<file path="config.mk">
export PLATFORM = sky130hd
export DESIGN_NAME = uart_frame_parser
export DESIGN_NICKNAME = d
export VERILOG_FILES = /design/src/rtl/uart_frame_parser.sv
export SDC_FILE = /design/constraint.sdc
export NUM_CORES = 1
export LEC_CHECK = 0
export ABC_AREA = 1
export CORE_MARGIN = 4
export CORE_UTILIZATION = 64
export DETAILED_ROUTE_END_ITERATION = 10
export DONT_BUFFER_PORTS = 1
export PLACE_DENSITY = 0.86
export SLEW_MARGIN = 20
export SYNTH_ARGS = -nofsm -noshare
export SYNTH_HDL_FRONTEND = slang
export SYNTH_SLANG_ARGS = --single-unit
</file>
<file path="constraint.sdc">
create_clock -name sys_clk -period 2.06 [get_ports sys_clk]
set_input_delay 0.206 -clock sys_clk [delete_from_list [all_inputs] [get_ports sys_clk]]
set_output_delay 0.206 -clock sys_clk [all_outputs]
set_load 0.05 [all_outputs]
</file>
<file path="src/rtl/uart_frame_parser.sv">
// Byte-level frame parser for the UART receive path.
// Recognises HDR0 HDR1 CMD LEN PAYLOAD[LEN] SUM and checks the 8-bit additive SUM.
// The payload goes into a single buffer, and a registered read port exposes it.
// Any byte, or the inter-byte timeout, can advance the FSM.
module uart_frame_parser #(
   parameter int          MAX_LEN      = 16,
   parameter logic [7:0]  HDR0         = 8'hAA,
   parameter logic [7:0]  HDR1         = 8'h55,
   parameter int          TIMEOUT_CLKS = 50_000,
   localparam int         AW           = (MAX_LEN > 1) ? $clog2(MAX_LEN) : 1
) (
   input  logic          sys_clk,
   input  logic          sys_rst_n,
   input  logic [7:0]    rx_data,
   input  logic          rx_done,
   input  logic [AW-1:0] rd_addr,
   output logic [7:0]    rd_data,
   output logic [7:0]    cmd,
   output logic [7:0]    len,
   output logic          frame_vld,
   output logic          frame_err,
   output logic          busy
);

   localparam int         TW       = (TIMEOUT_CLKS > 1) ? $clog2(TIMEOUT_CLKS) : 1;
   localparam logic [TW-1:0] TMO_LAST = TW'(TIMEOUT_CLKS - 1);
   localparam logic [7:0] LEN_MAX8 = 8'(MAX_LEN);

   typedef enum logic [2:0] {
      S0_HDR0,
      S1_HDR1,
      S2_CMD,
      S3_LEN,
      S4_PLD,
      S5_SUM
   } state_t;

   state_t        state_reg,   state_next;
   logic [7:0]    cmd_tmp_reg, cmd_tmp_next;
   logic [7:0]    len_tmp_reg, len_tmp_next;
   logic [7:0]    sum_reg,     sum_next;
   logic [7:0]    idx_reg,     idx_next;
   logic [7:0]    cmd_reg,     cmd_next;
   logic [7:0]    len_reg,     len_next;
   logic          vld_reg,     vld_next;
   logic          err_reg,     err_next;
   logic [TW-1:0] tmo_reg,     tmo_next;
   logic [7:0]    rd_data_reg;
   logic          mem_we;
   logic          tmo_hit;

   logic [7:0]    pld_mem [MAX_LEN];

   // A timeout counts only while inside a frame, and only when no byte arrives that cycle.
   assign tmo_hit = (state_reg != S0_HDR0) && !rx_done && (tmo_reg == TMO_LAST);

   // State and datapath registers. Reset clears everything immediately.
   always_ff @(posedge sys_clk or negedge sys_rst_n) begin
      if (!sys_rst_n) begin
         state_reg   <= S0_HDR0;
         cmd_tmp_reg <= '0;
         len_tmp_reg <= '0;
         sum_reg     <= '0;
         idx_reg     <= '0;
         cmd_reg     <= '0;
         len_reg     <= '0;
         vld_reg     <= 1'b0;
         err_reg     <= 1'b0;
         tmo_reg     <= '0;
      end else begin
         state_reg   <= state_next;
         cmd_tmp_reg <= cmd_tmp_next;
         len_tmp_reg <= len_tmp_next;
         sum_reg     <= sum_next;
         idx_reg     <= idx_next;
         cmd_reg     <= cmd_next;
         len_reg     <= len_next;
         vld_reg     <= vld_next;
         err_reg     <= err_next;
         tmo_reg     <= tmo_next;
      end
   end

   // Next-state logic. A byte is processed first; the timeout applies only when no byte arrives.
   always_comb begin
      state_next   = state_reg;
      cmd_tmp_next = cmd_tmp_reg;
      len_tmp_next = len_tmp_reg;
      sum_next     = sum_reg;
      idx_next     = idx_reg;
      cmd_next     = cmd_reg;
      len_next     = len_reg;
      vld_next     = 1'b0;
      err_next     = 1'b0;
      mem_we       = 1'b0;
      if (rx_done || (state_reg == S0_HDR0)) begin
         tmo_next = '0;
      end else begin
         tmo_next = tmo_reg + TW'(1);
      end

      if (rx_done) begin
         case (state_reg)
            S0_HDR0: begin
               if (rx_data == HDR0) begin
                  state_next = S1_HDR1;
               end
            end
            S1_HDR1: begin
               if (rx_data == HDR1) begin
                  state_next = S2_CMD;
               end else if (rx_data != HDR0) begin
                  state_next = S0_HDR0;
               end
            end
            S2_CMD: begin
               cmd_tmp_next = rx_data;
               sum_next     = rx_data;
               state_next   = S3_LEN;
            end
            S3_LEN: begin
               if (rx_data > LEN_MAX8) begin
                  err_next   = 1'b1;
                  state_next = S0_HDR0;
               end else begin
                  len_tmp_next = rx_data;
                  sum_next     = sum_reg + rx_data;
                  idx_next     = '0;
                  state_next   = (rx_data == 8'd0) ? S5_SUM : S4_PLD;
               end
            end
            S4_PLD: begin
               mem_we   = 1'b1;
               sum_next = sum_reg + rx_data;
               idx_next = idx_reg + 8'd1;
               if (idx_reg == len_tmp_reg - 8'd1) begin
                  state_next = S5_SUM;
               end
            end
            S5_SUM: begin
               if (rx_data == sum_reg) begin
                  cmd_next = cmd_tmp_reg;
                  len_next = len_tmp_reg;
                  vld_next = 1'b1;
               end else begin
                  err_next = 1'b1;
               end
               state_next = S0_HDR0;
            end
            default: state_next = S0_HDR0;
         endcase
      end else if (tmo_hit) begin
         err_next   = 1'b1;
         state_next = S0_HDR0;
         tmo_next   = '0;
      end
   end

   // Payload buffer, written in place. Its contents are cleared by reset.
   always_ff @(posedge sys_clk or negedge sys_rst_n) begin
      if (!sys_rst_n) begin
         for (int i = 0; i < MAX_LEN; i++) begin
            pld_mem[i] <= '0;
         end
      end else if (mem_we) begin
         pld_mem[idx_reg[AW-1:0]] <= rx_data;
      end
   end

   // Registered read port. Out-of-range addresses return 0; the range check is only needed when the depth is not a power of two.
   if (MAX_LEN == (1 << AW)) begin : g_rd_full
      // Every address is in range.
      always_ff @(posedge sys_clk or negedge sys_rst_n) begin
         if (!sys_rst_n) begin
            rd_data_reg <= '0;
         end else begin
            rd_data_reg <= pld_mem[rd_addr];
         end
      end
   end else begin : g_rd_part
      // Addresses at or beyond MAX_LEN read as zero.
      always_ff @(posedge sys_clk or negedge sys_rst_n) begin
         if (!sys_rst_n) begin
            rd_data_reg <= '0;
         end else if (32'(rd_addr) < MAX_LEN) begin
            rd_data_reg <= pld_mem[rd_addr];
         end else begin
            rd_data_reg <= '0;
         end
      end
   end

   assign rd_data   = rd_data_reg;
   assign cmd       = cmd_reg;
   assign len       = len_reg;
   assign frame_vld = vld_reg;
   assign frame_err = err_reg;
   assign busy      = (state_reg != S0_HDR0);

endmodule

</file>
# After elaboration in Yosys (flattened, before gate mapping)
# Cells that the tools add are included.
# classes
addsub,4
order_cmp,4
eq_ne,15
n_mux,32
bitwise_logic,3
n_reduce_logical,17
# op_table
operator,count
bitwise mux 128 bit,1
two-way mux 16 bit,3
two-way mux 8 bit,5
binary-select mux 8 bit (select 4 bit),1
demux 8 bit (select 4 bit),1
case mux 8 bit (3 select lines),1
two-way mux 3 bit,7
adder 16 x 1 -> 16 bit (second input constant),1
== test 16 bit (second input constant),1
== test 8 bit,2
case mux 8 bit (2 select lines),1
case mux 3 bit (5 select lines),1
AND reduction 3 bit,4
>= comparator 5 bit (second input constant),2
two-way mux 1 bit,10
NOT 4 -> 5 bit,2
adder 8 x 1 -> 8 bit (second input constant),1
adder 8 bit,1
== test 8 x 7 -> 1 bit (second input constant),1
== test 8 bit (second input constant),1
> comparator 8 x 5 -> 1 bit (second input constant),1
zero test 8 bit,1
inequality test 8 bit (second input constant),1
subtractor 8 x 1 -> 8 bit (second input constant),1
18 further kinds,24
# totals
ff_bits,205
input_bits,15
output_inout_bits,27
wordCells,102

# Depth between registers and ports, before layout
# logic_depth
depth_word,6
mapped_depth,14
ltp_nobuf,14

# Worst setup path after synthesis
# OpenSTA, ideal clock, no wires.
# synth_timing
kind,reg-to-reg
start,reg state_reg[0]
end,reg tmo_reg[6]
setup_time_ps,78
arrival_ps,1797
t_required_ps,1982
setup_slack_ps,185
path_stages_with_launch,11
path_buffers,1
period_less_slack_ps,1875
cell_sequence,dfrtp_1 -> buf_6 -> nor2_4 -> nand2_1 -> nand2_1 -> inv_1 -> nand4_1 -> nand2_1 -> inv_1 -> o21ai_0 -> a21oi_1
# synth_between
elab_chain_len,5
elab_cells_between_ends,8
cone_classes,mux (3); reduce/logical (5)
# synth_rtl
item,line,text
"start, declared",38,"state_t state_reg, state_next;"
"start signal, assigned",71,state_reg <= state_next;
nonzero test 3 bit,--,
net busy,22,output logic busy
logical AND 1 bit (2 in a row),55,assign tmo_hit = (state_reg != S0_HDR0) && !rx_done && (tmo_reg == TMO_LAST);
two-way mux 16 bit,152,end else if (tmo_hit) begin
two-way mux 16 bit,102,if (rx_done) begin
net tmo_next[6],47,"logic [TW-1:0] tmo_reg, tmo_next;"
"end signal, assigned",80,tmo_reg <= tmo_next;
"end, declared",47,
# The timed path passes the listed nets, and every way through them passes these cells.
# A chain may end at the register's enable or synchronous reset.

# Worst setup path in the final report
# layout_timing
start,reg state_reg[0]
end,reg pld_mem[78] in the netlist's numbering
# layout_between
elab_chain_len,3
# layout_rtl
item,line,text
== test 3 bit,103,case (state_reg)
two-way mux 1 bit,103,
two-way mux 1 bit,102,
"end signal, assigned by index",166,pld_mem[idx_reg[AW-1:0]] <= rx_data;
"end, declared",52,logic [7:0] pld_mem [MAX_LEN];
# Every way passes these cells.

==> flow_summary.yaml <==
finish:
  final_common_cell: "nand2_1"
  nets: 1173
  drive_above_1_share_pct: 7.58
  layout_common_cells: "nand2_1 (268), o21ai_0 (205), dfrtp_1 (205), inv_1 (96), nor2_1 (53)"
  final_cells: 1372
  post-route-util_pct: 72.4
  largest_reg_flops: 128
  syn_to_final_growth_pct: 10.7
  n_antenna_cell: 0
  stdcell_area_um2: 11100
floorplanning:
  core_um2: 15300
  fp.dieW_um: 133
  io_pins: 42
  die_area_um2: 17700
  fp-row-count: 45
  start_util_pct: 65.4
  die_y_um: 133
routing:
  postRouteAntennaNets: 0
  detail_route.iter0.violations: 994
  first_pass_iters: 6
  wl_per_cell_um: 17.7
  drc_errors: 0
  wirelength_mm: 24.3
  vias: 8213
  drt-vias-per-instance: 5.99
logic_synthesis:
  ys_warn_count: 0
  synth_edf_count: 0
  synthXorXnorAreaFrac_pct: 1.67
  synth_compound_area_share_pct: 16.1
  synth.area.mux_share_pct: 3.32
  yosys.area_share.simple_pct: 18.9
  synth_adder_area_share_pct: 1.83
  syn_nets: 1173
  syn-instance-count: 1144
  ys.flop_type: "dfrtp_1"
  syn_area_um2: 9980
  synth_top_family_by_area: "simple AND/OR/NAND/NOR gates"
  synth_area_per_cell_um2: 8.72
  synthDistinctLibCells: 40
  yosysSeqAreaShare_pct: 51.4
  synth-seq-cells: 205
  async_flop_share_pct: 100
worst_setup_path:
  path_cells: "nor2_4 -> nand2_2 -> nor2_4 -> buf_4 -> nand4_4 -> nand2_1 -> o21ai_0"
  crit_top_cell: "nor2_4"
  end_kind: "flop"
  start_kind: "flop"
  arrival_ps: 2300
  worstPathRequired_ps: 2440
  slowest_delay_ps: 490
  crit_slowest_cell: "dfrtp_1"
  path_max_fanout: 16
  worstSetupPathType: "reg -> reg"
min_path:
  worst_hold_path_type: "in -> async"
global_route:
  grt.overflow.total: 0
  first_global_vias: 7899
  antenna_found_initial: 0
  use_met2_pct: 43.7
  grt_max_degree: 206
  grt_util_met1_pct: 39.9
  met3_usage_pct: 5.02
  grt_use_total_pct: 27.8
  grt_busiest_layer: "met2"
  grt_pass1_wl_mm: 40.4
timing:
  hold_violations: 205
  maxSlewViolCount: 0
  tns_ps: 0
  post-route-min-period_ps: 1920
  finalSetupViolCount: 0
  max_freq_ghz: 0.522
  worstMarginPinSlew_ps: 700
  skew_ps: 27.0
  finalCritPeriodShare_pct: 93.0
  slew_headroom_pct: 53.3
  holdWs_ps: -599
  grt_setup_unrepaired: "no"
power:
  power_density_nw_per_um2: 943
  p_comb_share_pct: 15.8
  p_clk_share_pct: 40.7
  power.internal_mw: 7.44
  power_frac_seq_pct: 43.6
  swShare_pct: 28.6
  p_sw_mw: 2.98
  power_leakage_nw: 5.04
  vdd_drop_max_uv: 670
run:
  maxCapViolCount: 0
clock_network:
  clock_sinks: 205
  cts.path.max_buffers: 3
  cts-root-buf: "clkbuf_16"
  cts_tree: "built"
  cts_buffers: 23
  htreeDepth: 1
  clk_pin_slew_ps: 60
  cts_hold_buf: 12
  clock_latency_ps: 520
outcome:
  failed_checks: "negative hold slack"
  status: "complete, but fails checks"
placement:
  gp_congestion: 0.942
  portBuffers: 0
  place_area_um2: 10100
  dp.cells: 1317
  dp_hpwl_mm: 15.0
-- area by class of cell --
class                   count  area (um^2)
clock inverters            11          145
fillers                  1061         4210
multi-input cells         779         4190
inverters                  99          372
flip-flops and latches    205         5130
well taps                 211          264
clock buffers              31          646
repair buffers             36          300
-- cells by family after synthesis --
logic type | after synthesis
buffers and inverters | 160
AOI/OAI and AO/OA | 300
adders and majority gates | 14
and+or+nand+nor | 413
DFF | 205
xor gates and xnor gates | 19
muxes | 33
-- synthesized netlist by cell type, types with 9 or more instances --
| cell type | instances | share of area [%] |
|---|---|---|
| xor2_1 | 14 | 1.2 |
| inv_1 | 96 | 3.6 |
| clkbuf_1 | 38 | 1.4 |
| nand3_1 | 33 | 1.7 |
| nor3_1 | 9 | 0.45 |
| buf_2 | 16 | 0.80 |
| a21oi_1 | 47 | 2.4 |
| nor2_1 | 53 | 2.0 |
| nand2_1 | 268 | 10 |
| mux2i_1 | 32 | 3.2 |
| o211ai_1 | 34 | 2.6 |
| dfrtp_1 | 205 | 51 |
| nand4_1 | 21 | 1.3 |
| o21ai_0 | 205 | 10 |
| ha_1 | 13 | 1.6 |
-- critical path, delay by kind of cell, from the launching register on --
kind | cells | cell delay, ps
and+or+nand+nor | 5 | 880
AOI/OAI and AO/OA | 1 | 110
DFF | 1 | 490
buffers and inverters | 1 | 300
-- power groups by stage --
| stage | combinational [mW] | clock (mW) | sequential (mW) |
|---|---|---|---|
| after floorplan | 1.26 | 0 | 4.54 |
| after global placement | 1.49 | 0 | 4.58 |
| after detailed placement | 1.55 | 0 | 4.60 |
| after CTS | 1.60 | 4.29 | 4.53 |
| after global routing | 1.83 | 4.47 | 4.56 |
| final | 1.64 | 4.24 | 4.54 |
-- final timing paths --
kind	startpoint	to	slack, ps	depth (start not counted)
worst max-delay path	state_reg[0]	pld_mem[78]	140	7
worst min-delay path	sys_rst_n	cmd_tmp_reg[4]	-600	0
worst max register to register	state_reg[0]	pld_mem[78]	140	7
worst min register to register	tmo_reg[0]	tmo_reg[0]	460	1
max in group asynchronous	sys_rst_n	pld_mem[114]	2150	0
min in group sys_clk	rd_addr[3]	rd_data[2]	20	3
-- timing repair --
action                                  in CTS  in global routing
hold endpoints to repair                   230                205
buffers inserted                             0                  1
endpoints found under the setup margin       0                 20
resized for setup                            0                  3
-- metrics by stage --
| stage | hold WS [ps] | worst slack [ps] | power (mW) |
|---|---|---|---|
| after floorplan | -89.6 | 185 | 5.80 |
| after global placement | -82.2 | 203 | 6.08 |
| after detailed placement | -85.2 | 140 | 6.15 |
| after CTS | -618 | 117 | 10.4 |
| after global routing | -619 | 5.36 | 10.9 |
| final | -599 | 143 | 10.4 |
-- per-layer routing --
metal | up-vias | share of wire (%)
li1 | 3816 | -
met1 | 3927 | 42
met2 | 399 | 47
met3 | 71 | 8.3
met4 | 0 | 2.6
met5 | - | 0
Power figures use the tool's default switching activity.
